<file path="src/rtl/l2_bus_pkg.sv">
// Shared definitions for the L2 bus arbiters: FSM encoding, request types and default burst length.
package l2_bus_pkg;

   typedef enum logic [1:0] {
      ST_IDLE  = 2'd0,
      ST_GRANT = 2'd1,
      ST_TURN  = 2'd2
   } arb_state_e;

   localparam logic REQ_SINGLE = 1'b0;
   localparam logic REQ_BURST  = 1'b1;

   localparam int BURST_BEATS_DEF = 4;

endpackage

</file>
<file path="src/rtl/l2_bus_arbiter_picker.sv">
// Combinational rotating-priority picker: first set request at or after start_i, wrapping modulo NUM_MASTERS.
module rr_priority_picker #(
   parameter int NUM_MASTERS = 3,
   parameter int IDX_W       = $clog2(NUM_MASTERS)
) (
   input  logic [NUM_MASTERS-1:0] req_i,
   input  logic [IDX_W-1:0]       start_i,
   output logic [NUM_MASTERS-1:0] grant_oh_o,
   output logic [IDX_W-1:0]       grant_idx_o,
   output logic                   any_o
);

   int               cand;
   logic [IDX_W-1:0] cand_idx;

   // NOTE: every output and temporary gets a default before the loop, so no path leaves a value unassigned and no latch is inferred.
   always_comb begin
      grant_oh_o  = '0;
      grant_idx_o = '0;
      any_o       = 1'b0;
      cand        = 0;
      cand_idx    = '0;
      for (int i = 0; i < NUM_MASTERS; i++) begin
         cand = int'(start_i) + i;
         if (cand >= NUM_MASTERS) cand = cand - NUM_MASTERS;
         cand_idx = IDX_W'(cand);
         if (!any_o && req_i[cand_idx]) begin
            any_o                = 1'b1;
            grant_oh_o[cand_idx] = 1'b1;
            grant_idx_o          = cand_idx;
         end
      end
   end

endmodule

</file>
<file path="src/rtl/l2_bus_arbiter.sv">
// Round-robin owner arbiter for one tri-state L2 bus segment, with a forced
// dead (TURN) cycle between owners and a tenure watchdog.
module l2_bus_arbiter
   import l2_bus_pkg::*;
#(
   parameter int NUM_MASTERS = 3,
   parameter int OWNER_WIDTH = 2,
   parameter int BURST_BEATS = BURST_BEATS_DEF,
   parameter int MAX_TENURE  = 64
) (
   input  logic                   plusclk,
   input  logic                   rst,
   input  logic [NUM_MASTERS-1:0] bus_req,
   input  logic [NUM_MASTERS-1:0] bus_req_type,
   input  logic [NUM_MASTERS-1:0] bus_hold,
   output logic [NUM_MASTERS-1:0] bus_grant,
   output logic                   bus_active,
   output logic [OWNER_WIDTH-1:0] bus_owner,
   output logic                   arb_timeout
);

   localparam int IDX_W = $clog2(NUM_MASTERS);
   localparam int TW    = $clog2(MAX_TENURE + 1);

   typedef logic [TW-1:0] tenure_t;

   localparam tenure_t TENURE_MAX = tenure_t'(MAX_TENURE);
   localparam tenure_t SINGLE_LEN = tenure_t'(1);
   localparam tenure_t BURST_LEN  = tenure_t'(BURST_BEATS + 1);

   arb_state_e             state_q,   state_d;
   logic [NUM_MASTERS-1:0] grant_q,   grant_d;
   logic                   active_q,  active_d;
   logic [OWNER_WIDTH-1:0] owner_q,   owner_d;
   tenure_t                min_len_q, min_len_d;
   tenure_t                tenure_q,  tenure_d;
   logic                   timeout_q, timeout_d;
   logic [IDX_W-1:0]       ptr_q,     ptr_d;

   logic [NUM_MASTERS-1:0] pick_oh;
   logic [IDX_W-1:0]       pick_idx;
   logic                   pick_any;
   logic                   pick_type;
   logic                   owner_hold;
   logic                   forced;
   logic                   release_ok;

   rr_priority_picker #(
      .NUM_MASTERS (NUM_MASTERS),
      .IDX_W       (IDX_W)
   ) u_picker (
      .req_i       (bus_req),
      .start_i     (ptr_q),
      .grant_oh_o  (pick_oh),
      .grant_idx_o (pick_idx),
      .any_o       (pick_any)
   );

   // Owner's hold/type bits are selected through the one-hot vectors rather than by index.
   assign pick_type  = |(pick_oh & bus_req_type);
   assign owner_hold = |(grant_q & bus_hold);
   assign forced     = (tenure_q == TENURE_MAX);
   assign release_ok = forced || ((tenure_q >= min_len_q) && !owner_hold);

   // NOTE: state registers use non-blocking assignments so every flop samples pre-edge values regardless of process order.
   always_ff @(posedge plusclk) begin
      if (rst) begin
         state_q   <= ST_IDLE;
         grant_q   <= '0;
         active_q  <= 1'b0;
         owner_q   <= '0;
         min_len_q <= '0;
         tenure_q  <= '0;
         timeout_q <= 1'b0;
         ptr_q     <= '0;
      end else begin
         state_q   <= state_d;
         grant_q   <= grant_d;
         active_q  <= active_d;
         owner_q   <= owner_d;
         min_len_q <= min_len_d;
         tenure_q  <= tenure_d;
         timeout_q <= timeout_d;
         ptr_q     <= ptr_d;
      end
   end

   always_comb begin
      state_d   = state_q;
      grant_d   = grant_q;
      active_d  = active_q;
      owner_d   = owner_q;
      min_len_d = min_len_q;
      tenure_d  = tenure_q;
      timeout_d = 1'b0;
      ptr_d     = ptr_q;
      unique case (state_q)
         ST_IDLE, ST_TURN: begin
            // TURN arbitrates exactly like IDLE; only the bus stays dark for that one cycle.
            grant_d  = '0;
            active_d = 1'b0;
            state_d  = ST_IDLE;
            if (pick_any) begin
               state_d   = ST_GRANT;
               grant_d   = pick_oh;
               active_d  = 1'b1;
               owner_d   = OWNER_WIDTH'(pick_idx);
               min_len_d = (pick_type == REQ_SINGLE) ? SINGLE_LEN : BURST_LEN;
               tenure_d  = tenure_t'(1);
               ptr_d     = (pick_idx == IDX_W'(NUM_MASTERS - 1)) ? '0 : pick_idx + IDX_W'(1);
            end
         end
         ST_GRANT: begin
            if (release_ok) begin
               state_d   = ST_TURN;
               grant_d   = '0;
               active_d  = 1'b0;
               timeout_d = forced;
            end else if (!forced) begin
               tenure_d = tenure_q + tenure_t'(1);
            end
         end
         default: begin
            state_d  = ST_IDLE;
            grant_d  = '0;
            active_d = 1'b0;
         end
      endcase
   end

   always_comb begin
      bus_grant   = grant_q;
      bus_active  = active_q;
      bus_owner   = owner_q;
      arb_timeout = timeout_q;
   end

endmodule

</file>
<file path="config.mk">
export PLATFORM = sky130hd
export DESIGN_NAME = l2_bus_arbiter
export DESIGN_NICKNAME = d
export VERILOG_FILES = /design/src/rtl/l2_bus_pkg.sv /design/src/rtl/l2_bus_arbiter_picker.sv /design/src/rtl/l2_bus_arbiter.sv
export SDC_FILE = /design/constraint.sdc
export NUM_CORES = 1
export LEC_CHECK = 0
export BUFFER_PORTS_ARGS = -buffer_cell sky130_fd_sc_hd__buf_4
export CAP_MARGIN = 20
export CELL_PAD_IN_SITES_DETAIL_PLACEMENT = 1
export CELL_PAD_IN_SITES_GLOBAL_PLACEMENT = 1
export CORE_MARGIN = 2
export CORE_UTILIZATION = 44
export CTS_BUF_LIST = sky130_fd_sc_hd__clkbuf_4
export CTS_CLUSTER_SIZE = 24
export DETAILED_ROUTE_END_ITERATION = 10
export GPL_TIMING_DRIVEN = 0
export HOLD_SLACK_MARGIN = 0.03
export PLACE_DENSITY_LB_ADDON = 0.1
export SLEW_MARGIN = 40
export SYNTH_ARGS = -nofsm -noshare
export SYNTH_HDL_FRONTEND = slang
export SYNTH_SLANG_ARGS = --single-unit
</file>
<file path="constraint.sdc">
create_clock -name plusclk -period 3 [get_ports plusclk]
set_input_delay 0.75 -clock plusclk [delete_from_list [all_inputs] [get_ports plusclk]]
set_output_delay 0.75 -clock plusclk [all_outputs]
set_load 0.05 [all_outputs]
</file>
==> run_results.csv, run 1 <==
group,metric,value,unit
logic_synthesis,synth_area_leaders,"dfxtp_1 (31%), ha_1 (7.6%), a21oi_1 (5.0%)",
placed_design,placed_cell_area,1490,µm²
floorplanning,rows,19,
setup_path,crit_path_top_delay_cell,"a2111o_1",
cts,cts_max_level,1,
global_route,grt_max_degree,12,
cts,postCtsSetupBuffers,0,
sta,tns,0,ps
logic_synthesis,avgSynthCellArea,8.25,µm²
global_route,grt_pass1_vias,1347,
sta,fin_crit,2590,ps
detailed_routing,wl_per_cell,17.1,µm
global_route,grt_antenna_before_repair,0,
logic_synthesis,synth-main-ff-cell,"dfxtp_1",
detailed_routing,vias_per_cell,6.09,
global_route,grt_pass1_wl,6240,µm
logic_synthesis,yosysUniqueCellTypes,45,
sta,drv_slew,0,
finish,area_delta_synth_final,15.4,%
run_status,run_status,"complete, no violations",
finish,layout-drive-gt1-share,17.6,%
logic_synthesis,synth-seq-cells,20,
cts,cts_resized,0,
cts,clockBufferDepth,2,
setup_path,crit_required,3200,ps
floorplanning,die_x,58.6,µm
power,p_leak,0.000556,µW
detailed_routing,drc,0,
setup_path,critPathCaptureType,"register",
placed_design,io_buffer_count,17,
setup_path,critPathKind,"reg -> reg",
sta,setup_viol,0,
cts,cts_tree,"built",
power,max-vdd-ir-drop,0.000616,V
job,max_cap_violations,0,
setup_path,cp_slowest_stage_delay,560,ps
min_path,min_path_type,"reg -> reg",
finish,mostFrequentLayoutCell,"dfxtp_1",
detailed_routing,first_pass_iters,6,
cts,path_clk_slew,120,ps
logic_synthesis,synthArstFlopShare,0,%
detailed_routing,ant_nets,0,
global_route,grt-ovfl-total,0,
floorplanning,fp.coreArea,2810,µm²
detailed_routing,vias,1298,
logic_synthesis,mappedNetlistArea,1310,µm²
logic_synthesis,syn_inst,159,
logic_synthesis,ys_seq_area_share,30.5,%
cts,numClockSinks,20,
global_route,globalRouteTotalUtil,23.7,%
floorplanning,die_height,58.6,µm
logic_synthesis,yosysTopAreaCell,"dfxtp_1",
sta,fmax,386,MHz
floorplanning,ios,18,
floorplanning,die_area,3430,µm²
cts,cts_buffers,3,
sta,hold_violations,0,
finish,fin_area,1510,µm²
finish,fin_nets,202,
logic_synthesis,synth_nets,178,
sta,period_share,86.4,%
setup_path,start_kind,"register",
power,power.density,901,nW/µm²
sta,slew_headroom,58.1,%
setup_path,arrival,2790,ps
logic_synthesis,synth_top_area_share,30.5,%
sta,max_slew.worst_pin.slew,629,ps
floorplanning,initial_core_util,46.7,%
detailed_routing,drt_iter0_drc,57,
placed_design,gp_congestion,0.852,
finish,antenna-diode-count,0,
cts,postCtsHoldBufs,0,
setup_path,critPathMaxFanout,10,
placed_design,dp_hpwl,2840,µm
logic_synthesis,synth_edf_count,0,
logic_synthesis,yosysWarnings,0,
cts,clock_latency,300,ps
setup_path,crit_path_cell_trace,"inv_1, ha_1, or3b_1, a2111o_1, a211oi_4, a21bo_2, a21oi_1",
sta,rsz0062_at_grt,"no",
sta,finalClockSkew,1.76,ps
cts,root_buffer,"clkbuf_4",
finish,final_cell_mix,"dfxtp_1 (20), buf_4 (17), nand2_1 (16)",
detailed_routing,wirelength,3630,µm
final cells by class:
type / count / area, µm²
buffer: 6 / 22.5
clock buffer: 3 / 22.5
clock inverter: 1 / 3.75
fill: 355 / 1290
inverter: 10 / 37.5
multi-input combinational: 123 / 851
sequential: 20 / 400
tap: 31 / 38.8
timing repair buffer: 19 / 136
critical path, delay by kind of cell (launching register included):
family	cells	cell delay [ps]
buffers and inverters	1	100
AO/OA/AOI/OAI	4	1340
adder cells (fa/ha/maj)	1	290
flip-flops	1	400
AND/OR/NAND/NOR	1	370
state kept, by name, summed over array words and instances, names as in the netlist:
register,count
ptr_q,2
state_q,2
arb_timeout,1
bus_active,1
min_len_q,2
bus_grant,3
bus_owner,2
tenure_q,7
where the power goes:
part	total (µW)	internal [µW]	switching (µW)
sequential	383	332	50.7
clock	135	48.5	86.5
combinational	845	292	553
cell usage after synthesis, drive strengths merged (4+ instances only):
| cell | n |
|---|---|
| ha | 8 |
| and2 | 4 |
| clkbuf | 6 |
| a21oi | 13 |
| inv | 10 |
| nor2 | 13 |
| or3 | 4 |
| nor3b | 4 |
| xnor2 | 4 |
| nand3 | 5 |
| o211ai | 4 |
| a211oi | 5 |
| o21ai | 5 |
| dfxtp | 20 |
| nand2b | 5 |
| nand2 | 16 |
final timing paths:
path / depth (start not counted) / endpoint / slack [ps] / from
worst min register to register: 2 / bus_owner[1] / 470 / bus_owner[1]
worst min-delay path: 2 / bus_owner[1] / 470 / bus_owner[1]
worst max-delay path: 7 / tenure_q[2] / 410 / tenure_q[0]
worst max register to register: 7 / tenure_q[2] / 410 / tenure_q[0]
cell families (layout without fill, tap and decap cells):
logic type | count (synthesis) | after routing | share of synthesized area (%)
AOI/OAI and AO/OA | 46 | 46 | 26.8
xor gates and xnor gates | 4 | 4 | 2.67
buffers and inverters | 16 | 39 | 4.58
DFF | 20 | 20 | 30.5
muxes | 3 | 3 | 2.48
adders and majority gates | 8 | 8 | 7.63
and+or+nand+nor | 62 | 62 | 25.3
routing by layer:
metal	up-vias	global-route usage, %	part of all wire, %
li1	626	-	-
met3	2	4.18	4.7
met5	-	0	0
met2	37	41.3	50
met1	633	31.1	45
met4	0	4.22	0.47
per-stage QoR:
| step | hold WS [ps] | total power [µW] | worst slack (ps) | utilization, % | cells |
|---|---|---|---|---|---|
| after floorplan | 447 | 986 | 699 | - | 159 |
| after global placement | 440 | 1170 | 318 | 52.7 | 207 |
| after detailed placement | 448 | 1220 | 439 | 53.0 | 209 |
| after CTS | 468 | 1370 | 396 | 53.9 | 213 |
| after global routing | 511 | 1470 | 211 | 53.9 | 213 |
| final | 469 | 1360 | 407 | 53.9 | 213 |
Power figures use the tool's default switching activity.
==> inputs of run 2 (changes only) <==
--- a/config.mk
+++ b/config.mk
@@ -5,7 +5,7 @@
 export SDC_FILE = /design/constraint.sdc
 export NUM_CORES = 1
 export LEC_CHECK = 0
-export BUFFER_PORTS_ARGS = -buffer_cell sky130_fd_sc_hd__buf_4
+export BUFFER_PORTS_ARGS = -buffer_cell sky130_fd_sc_hd__buf_2
 export CAP_MARGIN = 20
 export CELL_PAD_IN_SITES_DETAIL_PLACEMENT = 1
 export CELL_PAD_IN_SITES_GLOBAL_PLACEMENT = 1
==> run 2 against run 1 <==
Critical path depth stayed put; hold slack worse by 6.9 ps; sequential cell count stayed put; combinational power is 2.5% lower; via count is 1.2% lower; global-route usage is 0.32 points lower; final cell count stayed put; largest cell class unchanged.
==> run_results.csv, run 2 (synthesis gave the netlist of run 1 again) <==
group,metric,value,unit
sta,hold_violations,0,
setup_path,critPathCaptureType,"register",
power,power.density,912,nW/µm²
floorplanning,ios,18,
min_path,min_path_type,"reg -> reg",
sta,tns,0,ps
sta,fin_crit,2570,ps
detailed_routing,drt_iter0_drc,40,
setup_path,critPathMaxFanout,10,
placed_design,gp_congestion,0.866,
floorplanning,rows,19,
finish,utilization,52.4,%
floorplanning,die_x,58.6,µm
cts,numClockSinks,20,
floorplanning,die_height,58.6,µm
cts,path_clk_slew,120,ps
global_route,grt_pass1_vias,1305,
detailed_routing,wl_per_cell,16.3,µm
detailed_routing,vias,1283,
sta,drv_slew,0,
setup_path,arrival,2780,ps
power,p_total,1340,µW
finish,largest_register_ffs,7,
job,max_cap_violations,0,
cts,cts_buffers,3,
finish,fin_nets,202,
detailed_routing,wirelength,3470,µm
cts,cts_resized,0,
sta,rsz0062_at_grt,"no",
global_route,grt_pass1_wl,6090,µm
cts,postCtsSetupBuffers,0,
placed_design,dp_hpwl,2700,µm
finish,antenna-diode-count,0,
placed_design,io_buffer_count,17,
cts,postCtsHoldBufs,0,
sta,slew_headroom,55.3,%
finish,final_cell_mix,"dfxtp_1 (20), buf_2 (18), nand2_1 (16)",
min_path,min_path_cells,2,
finish,filler_cell_count,380,
run_status,run_status,"complete, no violations",
global_route,globalRouteTotalUtil,23.4,%
cts,clock_latency,310,ps
global_route,grt-ovfl-total,0,
detailed_routing,drc,0,
sta,finalClockSkew,7.15,ps
finish,area_delta_synth_final,12.1,%
setup_path,crit_required,3210,ps
floorplanning,fp.coreArea,2810,µm²
detailed_routing,vias_per_cell,6.02,
setup_path,r2r_cells,7,
finish,layout-drive-gt1-share,17.6,%
sta,max_slew.worst_pin.slew,670,ps
global_route,grt_max_degree,12,
detailed_routing,first_pass_iters,4,
global_route,grt_antenna_before_repair,0,
floorplanning,initial_core_util,46.7,%
cts,cts_tree,"built",
sta,setup_ws,428,ps
floorplanning,die_area,3430,µm²
finish,top_register,"tenure_q",
cts,root_buffer,"clkbuf_4",
power,max-vdd-ir-drop,0.000420,V
detailed_routing,ant_nets,0,
sta,period_share,85.7,%
finish,mostFrequentLayoutCell,"dfxtp_1",
power,p_leak,0.000547,µW
cts,cts_max_level,1,
setup_path,critPathKind,"reg -> reg",
placed_design,dp.cells,209,
placed_design,pre_cts_slack,463,ps
finish,fin_cells,213,
sta,setup_viol,0,
cts,clockBufferDepth,2,
setup_path,start_kind,"register",
sta,fmax,389,MHz
-- run 2: cell counts in the layout (fill, tap and decap cells not counted) --
No cell type changed its count.
-- run 2: cell type report --
type	count	area, µm²	area share (%)
plain buffers	6	22.5	1.53
clock buffers	3	22.5	1.53
clock inverters	1	3.75	0.255
inverters	10	37.5	2.55
multi-input cells	123	851	57.9
flip-flops and latches	20	400	27.2
well taps	31	38.8	2.64
repair buffers	19	93.8	6.38
-- run 2: worst max-delay path, stage by stage, from the launching register on --
cell and delay, ps:
dfxtp_1 390, inv_1 90, ha_1 270, or3b_1 370, a2111o_1 560, a211oi_4 520, a21bo_2 210, a21oi_1 50
-- run 2: layer usage --
layer / share of wire [%] / wire length (µm) / vias to the layer above / track usage [%]
met4: 1.5 / 52 / 0 / 9.09
met3: 3.1 / 109 / 6 / 3.08
met2: 45 / 1570 / 24 / 36.9
met5: 0 / 0 / - / 0
li1: - / - / 624 / -
met1: 50 / 1740 / 629 / 32.5
-- run 2: power by group --
group	total, µW	internal [µW]	switching, µW	leakage, µW
sequential	379	332	46.6	0.000164
clock	138	48.6	89.0	0.0000154
combinational	824	271	553	0.000368
-- run 2: through the flow --
stage	hold WS (ps)	area [µm²]
2_1_floorplan	447	1310
3_3_place_gp	437	1440
3_5_place_dp	449	1440
4_1_cts	468	1470
5_1_grt	497	1470
6_report	462	1470
-- run 2: final timing paths --
check	startpoint	endpoint	slack [ps]
setup / recovery	tenure_q[0]	tenure_q[2]	430
setup reg to reg	tenure_q[0]	tenure_q[2]	430
hold reg to reg	bus_owner[1]	bus_owner[1]	460
hold / removal	bus_owner[1]	bus_owner[1]	460
==> inputs of run 3 (changes only) <==
==> constraint.sdc (replaced) <==
create_clock -name plusclk -period 2.5 [get_ports plusclk]
set_input_delay 0.625 -clock plusclk [delete_from_list [all_inputs] [get_ports plusclk]]
set_output_delay 0.625 -clock plusclk [all_outputs]
set_load 0.05 [all_outputs]
==> run 3 against run 2 <==
Combinational power is 29% higher; final cell count shrank 0.47%; total power up 25%; via count shrank 0.39%; clock-buffer cell count unchanged; sequential share of layout area fell by 0.84 points; register-to-register slack lost 300 ps; sequential cell count stayed put; critical endpoint is now tenure_q[1].
==> run_results.csv, run 3 (synthesis gave the netlist of run 1 again) <==
group,metric,value,unit
finish,fin_area,1520,µm²
finish,fin_nets,201,
sta,max_slew.worst_pin.slew,713,ps
setup_path,critPathKind,"reg -> reg",
finish,filler_cell_count,368,
setup_path,cp_slowest_stage_delay,550,ps
finish,final_cell_mix,"dfxtp_1 (19), buf_2 (18), nand2_1 (16)",
setup_path,critPathCapture,"tenure_q[1]",
setup_path,critPathCaptureType,"register",
setup_path,crit_path_cell_trace,"inv_1, ha_1, or3b_1, a2111o_2, a211oi_4, buf_12, or3_1, a21oi_1",
finish,area_delta_synth_final,16.0,%
detailed_routing,vias,1278,
power,p_total,1680,µW
detailed_routing,first_pass_iters,4,
sta,fin_crit,2370,ps
detailed_routing,drt_iter0_drc,46,
setup_path,crit_start,"tenure_q[0]",
floorplanning,initial_core_util,46.7,%
global_route,globalRouteTotalUtil,23.6,%
floorplanning,ios,18,
setup_path,cp_top_family,"compound AO/OA/AOI/OAI gates",
power,comb_power_share,63.0,%
global_route,grt_pass1_wl,6130,µm
min_path,min_path_type,"reg -> reg",
placed_design,dp_hpwl,2700,µm
setup_path,worst_r2r_startpoint,"tenure_q[0]",
floorplanning,rows,19,
setup_path,start_kind,"register",
placed_design,gp_congestion,0.866,
setup_path,arrival,2560,ps
setup_path,crit_cells,8,
floorplanning,die_height,58.6,µm
global_route,grt_antenna_before_repair,0,
detailed_routing,wirelength,3520,µm
sta,rsz0062_at_grt,"no",
power,max-vdd-ir-drop,0.000493,V
setup_path,critPathMaxFanout,10,
global_route,grt-ovfl-total,0,
detailed_routing,drc,0,
power,power.density,1100,nW/µm²
sta,fmax,422,MHz
sta,holdWs,465,ps
setup_path,timing.rr.end,"tenure_q[1]",
sta,hold_violations,0,
sta,finalClockSkew,6.92,ps
floorplanning,die_area,3430,µm²
placed_design,io_buffer_count,17,
power,clockPowerShare,9.8,%
floorplanning,die_x,58.6,µm
sta,setup_viol,0,
placed_design,dp.cells,209,
power,p_sw,851,µW
setup_path,critPathBufInv,2,
setup_path,crit_path_top_delay_cell,"a2111o_2",
job,max_cap_violations,0,
finish,layout-drive-gt1-share,21.5,%
setup_path,r2r_cells,8,
power,p_leak,0.000559,µW
power,switching_share,50.7,%
setup_path,reg2reg_slack,130,ps
cts,clock_latency,310,ps
power,p_int,827,µW
global_route,grt_max_degree,12,
sta,tns,0,ps
floorplanning,fp.coreArea,2810,µm²
cts,clockBufferDepth,2,
cts,numClockSinks,20,
finish,top_register,"tenure_q",
setup_path,crit_required,2690,ps
power,power_frac_seq,27.2,%
cts,path_clk_slew,120,ps
finish,fin_cells,212,
sta,drv_slew,0,
global_route,grt_pass1_vias,1317,
finish,antenna-diode-count,0,
sta,period_share,94.9,%
detailed_routing,ant_nets,0,
detailed_routing,vias_per_cell,6.03,
cts,cts_max_level,1,
cts,root_buffer,"clkbuf_4",
sta,slew_headroom,52.2,%
run_status,run_status,"complete, no violations",
finish,mostFrequentLayoutCell,"dfxtp_1",
cts,cts_buffers,3,
cts,cts_tree,"built",
detailed_routing,wl_per_cell,16.6,µm
finish,largest_register_ffs,7,
placed_design,placed_cell_area,1440,µm²
==> run 3: cell types whose count changed in the layout (fill, tap and decap cells not counted), sizes merged <==
cell | previous run | this run
clkbuf | 9 | 7
buf | 19 | 20
==> run 3: cell type report <==
type                       count  area, µm²  area share, %
clock buffer                   3       22.5           1.48
tap                           31       38.8           2.55
clock inverter                 1       3.75          0.247
buffer                         4       16.3           1.07
inverter                      10       37.5           2.47
multi-input combinational    123        887           58.3
timing repair buffer          20        114           7.48
sequential                    20        402           26.4
==> run 3: worst min-delay path, stage by stage (launching register included) <==
cell and delay, ps:
dfxtp_1 330, nand2_1 50, a21oi_1 50
==> run 3: stage by stage <==
step           setup slack (ps)  utilization [%]
5_1_grt                    26.5             54.2
2_1_floorplan               216                -
3_3_place_gp              -45.0             51.2
3_5_place_dp              -37.4             51.5
6_report                    128             54.2
4_1_cts                    41.4             53.3
==> run 3: worst min path at each step <==
stage,from,to,slack (ps),cells after the start
global placement,bus_owner[1],bus_owner[1],440,2
global route,bus_owner[0],bus_owner[0],500,2
floorplan,min_len_q[0],min_len_q[0],450,2
CTS,bus_owner[0],bus_owner[0],470,2
detailed placement,bus_owner[0],bus_owner[0],450,2
finish,bus_owner[1],bus_owner[1],460,2
==> run 3: layer usage <==
metal / part of all wire, % / routed length, µm / track usage, % / up-vias
met4: 2.2 / 76 / 10.4 / 0
met5: 0 / 0 / 0 / -
met2: 46 / 1630 / 37.2 / 31
met3: 4.1 / 144 / 3.08 / 8
li1: - / - / - / 624
met1: 48 / 1680 / 32.3 / 615
==> run 3: repair_timing <==
item / CTS / global route
pin swaps: 1 / 1
endpoints found under the hold margin: 0 / 0
setup endpoints to repair: 8 / 16
resized for setup: 1 / 8
hold buffers: 0 / 0
buffers inserted: 1 / 0
==> run 3: power groups by stage <==
stage	clock, µW	combinational [µW]	sequential [µW]
after floorplan	0	617	566
after global placement	0	927	458
after detailed placement	0	972	462
after CTS	171	1020	456
after global routing	179	1170	470
final	164	1060	456
